### src/rtl/composite_video_gen.sv
// composite_video_gen: monochrome composite-video timing and 4-bit DAC level generator
module composite_video_gen #(
    parameter int H_TOTAL     = 1024,
    parameter int H_SYNC      = 75,
    parameter int H_ACT_START = 150,
    parameter int H_ACTIVE    = 832,
    parameter int V_TOTAL     = 262,
    parameter int V_SYNC      = 3,
    parameter int V_ACT_START = 20,
    parameter int V_ACTIVE    = 240,
    parameter int LEVEL_SYNC  = 0,
    parameter int LEVEL_BLACK = 4
) (
    input  logic       clk,
    input  logic       reset,
    input  logic [1:0] luma,
    output logic       pixel_req,
    output logic [9:0] pixel_x,
    output logic [8:0] pixel_y,
    output logic [3:0] vdac_out,
    output logic       line_start,
    output logic       frame_start
);
    localparam logic [10:0] HT1  = 11'(H_TOTAL - 1);
    localparam logic [10:0] HS   = 11'(H_SYNC);
    localparam logic [10:0] HSER = 11'(H_TOTAL - H_SYNC);
    localparam logic [10:0] HA0  = 11'(H_ACT_START);
    localparam logic [10:0] HA1  = 11'(H_ACT_START + H_ACTIVE);
    localparam logic [9:0]  VT1  = 10'(V_TOTAL - 1);
    localparam logic [9:0]  VS   = 10'(V_SYNC);
    localparam logic [9:0]  VA0  = 10'(V_ACT_START);
    localparam logic [9:0]  VA1  = 10'(V_ACT_START + V_ACTIVE);
    localparam logic [3:0]  LS   = 4'(LEVEL_SYNC);
    localparam logic [3:0]  LB   = 4'(LEVEL_BLACK);

    logic [9:0]  h;
    logic [8:0]  v;
    logic [10:0] hx;
    logic [10:0] h2;
    logic [9:0]  vx;
    logic        v_act;
    logic        h_act;
    logic        h2_act;
    logic [3:0]  level;

    assign hx     = {1'b0, h};
    assign h2     = hx + 11'd2;
    assign vx     = {1'b0, v};
    assign v_act  = vx >= VA0 && vx < VA1;
    assign h_act  = hx >= HA0 && hx < HA1;
    assign h2_act = h2 >= HA0 && h2 < HA1;

    // Region priority: vsync line (with serration), hsync, active pixel, black
    always_comb begin
        level = vx < VS ? (hx < HSER ? LS : LB) :
                hx < HS ? LS :
                (h_act && v_act) ? LB + {2'b00, luma} * 4'd3 : LB;
    end

    // Line/frame counters; h wraps every line, v advances on the h wrap
    always_ff @(posedge clk) begin
        if (reset) begin
            h <= '0;
            v <= '0;
        end else begin
            h <= hx == HT1 ? '0 : h + 10'd1;
            if (hx == HT1) v <= vx == VT1 ? '0 : v + 9'd1;
        end
    end

    // Request is issued one counter step early so luma arrives in time for its pixel;
    // the active window never reaches the line end, so h+2 never crosses a line wrap
    always_ff @(posedge clk) begin
        if (reset) begin
            pixel_req <= 1'b0;
            pixel_x   <= '0;
            pixel_y   <= '0;
        end else begin
            pixel_req <= h2_act && v_act;
            if (h2_act && v_act) begin
                pixel_x <= 10'(h2 - HA0);
                pixel_y <= 9'(vx - VA0);
            end
        end
    end

    // DAC level and line/frame markers registered together for the current counter
    always_ff @(posedge clk) begin
        if (reset) begin
            vdac_out    <= LB;
            line_start  <= 1'b0;
            frame_start <= 1'b0;
        end else begin
            vdac_out    <= level;
            line_start  <= h == '0;
            frame_start <= h == '0 && v == '0;
        end
    end
endmodule

### config.mk
export PLATFORM = sky130hd
export DESIGN_NAME = composite_video_gen
export DESIGN_NICKNAME = d
export VERILOG_FILES = /design/src/rtl/composite_video_gen.sv
export SDC_FILE = /design/constraint.sdc
export NUM_CORES = 1
export LEC_CHECK = 0
export BUFFER_PORTS_ARGS = -buffer_cell sky130_fd_sc_hd__clkbuf_2
export CAP_MARGIN = 20
export CELL_PAD_IN_SITES_DETAIL_PLACEMENT = 2
export CELL_PAD_IN_SITES_GLOBAL_PLACEMENT = 2
export CORE_AREA = 2 2 88 111
export DETAILED_ROUTE_END_ITERATION = 7
export DIE_AREA = 0 0 90 113
export GPL_TIMING_DRIVEN = 0
export PLACE_DENSITY_LB_ADDON = 0.1
export SYNTH_ARGS = -nofsm -noshare
export SYNTH_HDL_FRONTEND = slang
export SYNTH_SLANG_ARGS = --single-unit
### constraint.sdc
create_clock -name clk -period 7.7 [get_ports clk]
set_clock_uncertainty 0.15 [all_clocks]
set_input_delay 0.77 -clock clk [delete_from_list [all_inputs] [get_ports clk]]
set_output_delay 0.77 -clock clk [all_outputs]
set_load 0.1 [all_outputs]
# Word-level counts from Yosys, hierarchy flattened
# Index checks and enable logic that the tools add are counted.
# word_totals
regBits	45
out_inout_bits	26
inputBits	4
# classes
mux	5
n_lt_le_gt_ge	9
mul	1
n_eq_ne	2
add_sub_neg	6
reduce_logical	9
# op_table
cell	n
10-bit < comparator, second input constant	2
4-bit two-way mux	3
10-bit by 2-bit adder with 11-bit output, second input constant	1
11-bit by 8-bit >= comparator with 1-bit output, second input constant	1
11-bit by 10-bit < comparator with 1-bit output, second input constant	1
10-bit by 1-bit adder with 10-bit output, second input constant	1
10-bit equality test, second input constant	1
10-bit by 8-bit >= comparator with 1-bit output, second input constant	1
10-bit zero test	1
10-bit by 7-bit < comparator with 1-bit output, second input constant	1
10-bit by 8-bit subtractor with 10-bit output, second input constant	1
9-bit by 1-bit adder with 9-bit output, second input constant	1
9-bit equality test, second input constant	1
9-bit by 5-bit >= comparator with 1-bit output, second input constant	1
9-bit zero test	1
9-bit by 2-bit < comparator with 1-bit output, second input constant	1
9-bit < comparator, second input constant	1
9-bit two-way mux	1
9-bit by 5-bit subtractor with 9-bit output, second input constant	1
1-bit logical AND	6
3-bit by 4-bit adder with 4-bit output, first input constant	1
2-bit by 2-bit multiplier with 4-bit output, second input constant	1
3-bit two-way mux	1
2-bit OR reduction	1

# Logic depth before layout (Yosys ltp)
# depth
word_depth	6
ltp_mapped	10

# Worst setup path before layout
# Ideal clock, no wire load.
# synth_path
path_type	flip-flop to flip-flop
from	register h[2]
to	register pixel_y[7]
path_stages_with_launch	11
slack_ns	5.246
required_time_ns	7.407
arrival_ns	2.161
path_cell_list	dfxtp_1 > ha_1 > clkbuf_2 > nand4_2 > xor2_2 > nand3_2 > a211o_1 > buf_4 > buf_4 > a21oi_1 > a211oi_2
# synth_via
elab_chain_cells	4
word_cells_on_any_way	5
cone_classes	add/sub (1); order compare (2); reduce/logical (2)
# synth_rtl
item	line_no	text
start, declared	36	logic [9:0] h;
start signal, assigned	66	h <= hx == HT1 ? '0 : h + 10'd1;
10-bit by 2-bit adder with 11-bit output (*)	47	assign h2 = hx + 11'd2;
11-bit by 8-bit >= comparator with 1-bit output or 11-bit by 10-bit < comparator with 1-bit output (tied branches)	51	assign h2_act = h2 >= HA0 && h2 < HA1;
1-bit logical AND (*)	51	
1-bit logical AND (*)	80	if (h2_act && v_act) begin
end signal, assigned	82	pixel_y <= 9'(vx - VA0);
end, declared	19	output logic [8:0] pixel_y,
# Every way passes the cells marked *; elsewhere a longest branch is shown, timed or not.
# A chain may end at the register's enable or synchronous reset.

# Final worst setup path
# layout_path
from	register h[1]
to	register pixel_y[7]
# The elaborated chain is that of the path after synthesis.

==> summary.md <==
The run gives 2 as the maximum buffer depth of the clock tree. For this block, the routed nets add up to 7750 um of wire. Most utilized layer in the global route result: met2. From left edge to right edge, the die measures 90 um. The worst path in the final design needs a cycle of 2.81 ns, including I/O delays and setup. Traced cell by cell, the critical path runs through buf_2, inv_1, ha_1, o22ai_1, nand3_2, a211o_1, buf_4, buf_4, a21oi_1, a211oi_2. Among all stages on the critical path, the largest delay is contributed by dfxtp_1. At the worst endpoint, the required time is 7.70 ns. In the routed design, unresolved DRC markers number 0. Once placement finished, the instance area stood at 3050 um2. The overall power consumption is 0.496 mW, and the max-cap violation count is 0.

For the data arrival time at the worst-slack endpoint, the log shows 2.81 ns. The total routing resource utilization after global routing was 0.159; the smallest hold slack was 0.312 ns. Setup repair after global routing left no endpoint under its margin. The root buffer cell chosen for the clock tree is clkbuf_16. Yosys mapped the design onto 56 distinct sky130hd cell types. The number of standard cells after synthesis is 298. Setup violations remaining at the end of the flow were counted as 0. The most numerous cell type found on the critical path is buf_4.

Synthesis inferred 45 register bits. The transition time at the pin with the least slew margin is 0.699 ns, and the overall die height is 113 um. The worst setup path startpoint is h[1]. After the first detailed-routing iteration, the DRC count stood at 42. The number of placement rows is 39, and the insertion delay to the later sink of the worst-skew pair is 0.29 ns. The count of final max-slew check failures was 0. The wire length of the first global-routing pass was 13,100 um. The global routing met3 resource utilization is 0.0200.

TritonCTS sink count: 45. The routing usage on met1 was 0.191. For this run, the number of Yosys warnings is 0.

The library cell used most frequently in the layout, excluding fill and tap cells, is dfxtp_1. The category of the most critical setup path is reg2reg. The fraction of synthesis flops using an asynchronous set or reset pin is 0. Routed wirelength normalized by instance count: 16.9 um.

For the worst slew margin relative to its limit, the log shows 0.534. The run gives 0.327 as the portion of the post-synthesis area used by sequential elements. The flow ran to the end, and the final reports show no timing, DRC or antenna violations.

The biggest cell delay along the critical path was 0.44 ns; the via count of the first global-routing pass was 2,450. The final design utilization was 0.352; the floorplan die area was 10,200 um2. For this run, the detailed router's first-pass iteration total came to 4. The reg-to-reg critical path endpoint was pixel_y[7].

The number of hold violations in the final report was 0; the cell count of the worst reg-to-reg path was 10. The detail route stage leaves a number of antenna-violating nets equal to 0. Port buffering added 29 buffers.

The tools report the vias after detailed routing as 2,243. Buffers added to address setup during post-CTS repair amount to 0. The total non-filler cell area in the finished layout is 3200 um2, and the total CTS buffers is 5. The weighted congestion reported at the end of routability-driven placement is 0.727. The kind of end point of the critical path is a register. Adding up every negative setup slack in the final design gives 0 ns.

In the layout the commonest cells are 45 x dfxtp_1, 30 x clkbuf_2, 24 x nor2_1, 23 x a21oi_1, 19 x ha_1. After floorplanning, the core was sized to cover 9080 um2. After the last flow step, the layout net total stands at 357.

CTS built an H-tree with a depth of 2. The estimated wirelength of the detail-placed design is 6040 um, and the per-instance average area after synthesis is 9.23 um2. The number of antenna violations at the first check in global routing was 0; the net count after synthesis was 321.

During I/O placement, the number of pins put on the boundary was 30. The pin count of the biggest net entering global routing is 16. The most used flip-flop cell after synthesis is dfxtp_1. In this run the critical register-to-register path is launched from h[1]. The category of the worst setup path launch point was a register. The post-route clock period utilization came out at 0.365. The power per unit of standard cell area was 155 nW/um2; the count of hold buffers inserted by post-cts repair was 0. TritonCTS built the clock tree.

The minimum setup slack among reg-to-reg paths was 4.89 ns; the growth of design area from synthesis to finish was 16.2%. For the initial cell density of the core, the log shows 0.303. Following the worst setup path forward leads to its endpoint at pixel_y[7]. For this run the aggregate overflow at the end of global routing stands at 0. Fill cells in the final layout number 1,063.

The quantity of gates resized following cts was 0. Dividing the detail-routed via count by the number of cells gives 4.90. The count of flip-flops with a built-in enable after synthesis is 0.

The worst min-delay path category is reg2reg. Layout cell share with drive strength beyond 1: 0.281. Met2 routing resource usage after global routing: 0.301. Of all nets on the critical path, the largest fanout is 10. Summed over all cells, the static leakage comes to 1.27 nW. The clock-pin slew on the worst setup and hold paths is 0.07 ns, and the worst vdd rail ir drop is 72.4 uV. The logs give 356 MHz for the achievable frequency and 0 for the number of antenna cells inserted. After synthesis the cells add up to 2750 um2.
[Yosys cell counts, drive strengths merged, types with 2 or more instances]
library cell  instances  area (um2)
a21o                  4        30.0
xnor2                17         156
inv                  14        52.6
a21oi                32         194
and3b                 2        17.5
nor2                 25         101
nor2b                 3        18.8
a211oi               12         153
o32ai                 2        17.5
dfxtp                45         901
or2                   2        12.5
nand3                17        90.1
xor2                 13         121
nand2                12        45.0
buf                  15         105
or3                   4        30.0
clkbuf                4        20.0
and4                  4        35.0
a21boi                2        15.0
ha                   19         238
nand4                 5        52.6
and3                  3        18.8
nor3                  6        35.0
nand2b                2        12.5
a211o                 3        26.3
o21ai                19         129
[kinds of logic after synthesis]
group / Yosys count / synth area share
DFF: 45 / 0.327
xor gates and xnor gates: 30 / 0.101
adders and majority gates: 19 / 0.0864
and+or+nand+nor: 90 / 0.184
AOI/OAI and AO/OA: 81 / 0.236
buffers and inverters: 33 / 0.0646
[per-stage QoR]
step | worst slack [ns] | instances
2_1_floorplan | 5.25 | 298
5_1_grt | 4.72 | 458
3_5_place_dp | 4.85 | 450
3_3_place_gp | 4.91 | 450
6_report | 4.89 | 458
4_1_cts | 4.84 | 458
[per-layer routing]
metal | part of all wire | wire, um
met5 | 0 | 0
met3 | 0.014 | 110
met2 | 0.53 | 4130
met4 | 0.011 | 83
met1 | 0.44 | 3430
[cell type report]
cell class / instances / area (um2) / area share
Clock buffer: 5 / 125 / 0.0391
Timing Repair Buffer: 29 / 145 / 0.0454
Buffer: 19 / 125 / 0.0391
Inverter: 14 / 52.6 / 0.0164
Multi-Input combinational cell: 220 / 1670 / 0.523
Sequential cell: 45 / 901 / 0.282
Tap cell: 123 / 154 / 0.0481
Clock inverter: 3 / 22.5 / 0.00704
[state kept, by name, indices dropped and copies added, names as in the netlist]
name	count
pixel_x	10
pixel_req	1
pixel_y	9
v	9
frame_start	1
vdac_out	4
h	10
line_start	1
[report_power, final]
part	switching, mW	total [mW]	leakage (nW)	internal (mW)
logic	0.0274	0.0368	0.841	0.00944
registers	0.00313	0.238	0.364	0.235
clock network	0.101	0.221	0.0621	0.120
total	0.131	0.496	1.27	0.365
[worst max-delay path: cells and delay by family, from the launching register on]
| kind | cells | cell delay, ns |
|---|---|---|
| compound gates | 4 | 0.86 |
| buf+inv | 4 | 0.81 |
| flops | 1 | 0.44 |
| fa+ha+maj | 1 | 0.23 |
| simple gates | 1 | 0.18 |
[worst min-delay path by stage]
| stage | start | end | slack, ns | cells after the start |
|---|---|---|---|---|
| final | pixel_y[4] | pixel_y[4] | 0.31 | 2 |
| after global routing | pixel_y[5] | pixel_y[5] | 0.34 | 2 |
| after CTS | pixel_y[4] | pixel_y[4] | 0.32 | 2 |
| after detailed placement | pixel_y[4] | pixel_y[4] | 0.30 | 2 |
| after global placement | pixel_y[5] | pixel_y[5] | 0.30 | 2 |
| after floorplan | h[0] | h[0] | 0.31 | 1 |
Note: power is estimated with default switching activity, not from simulation.
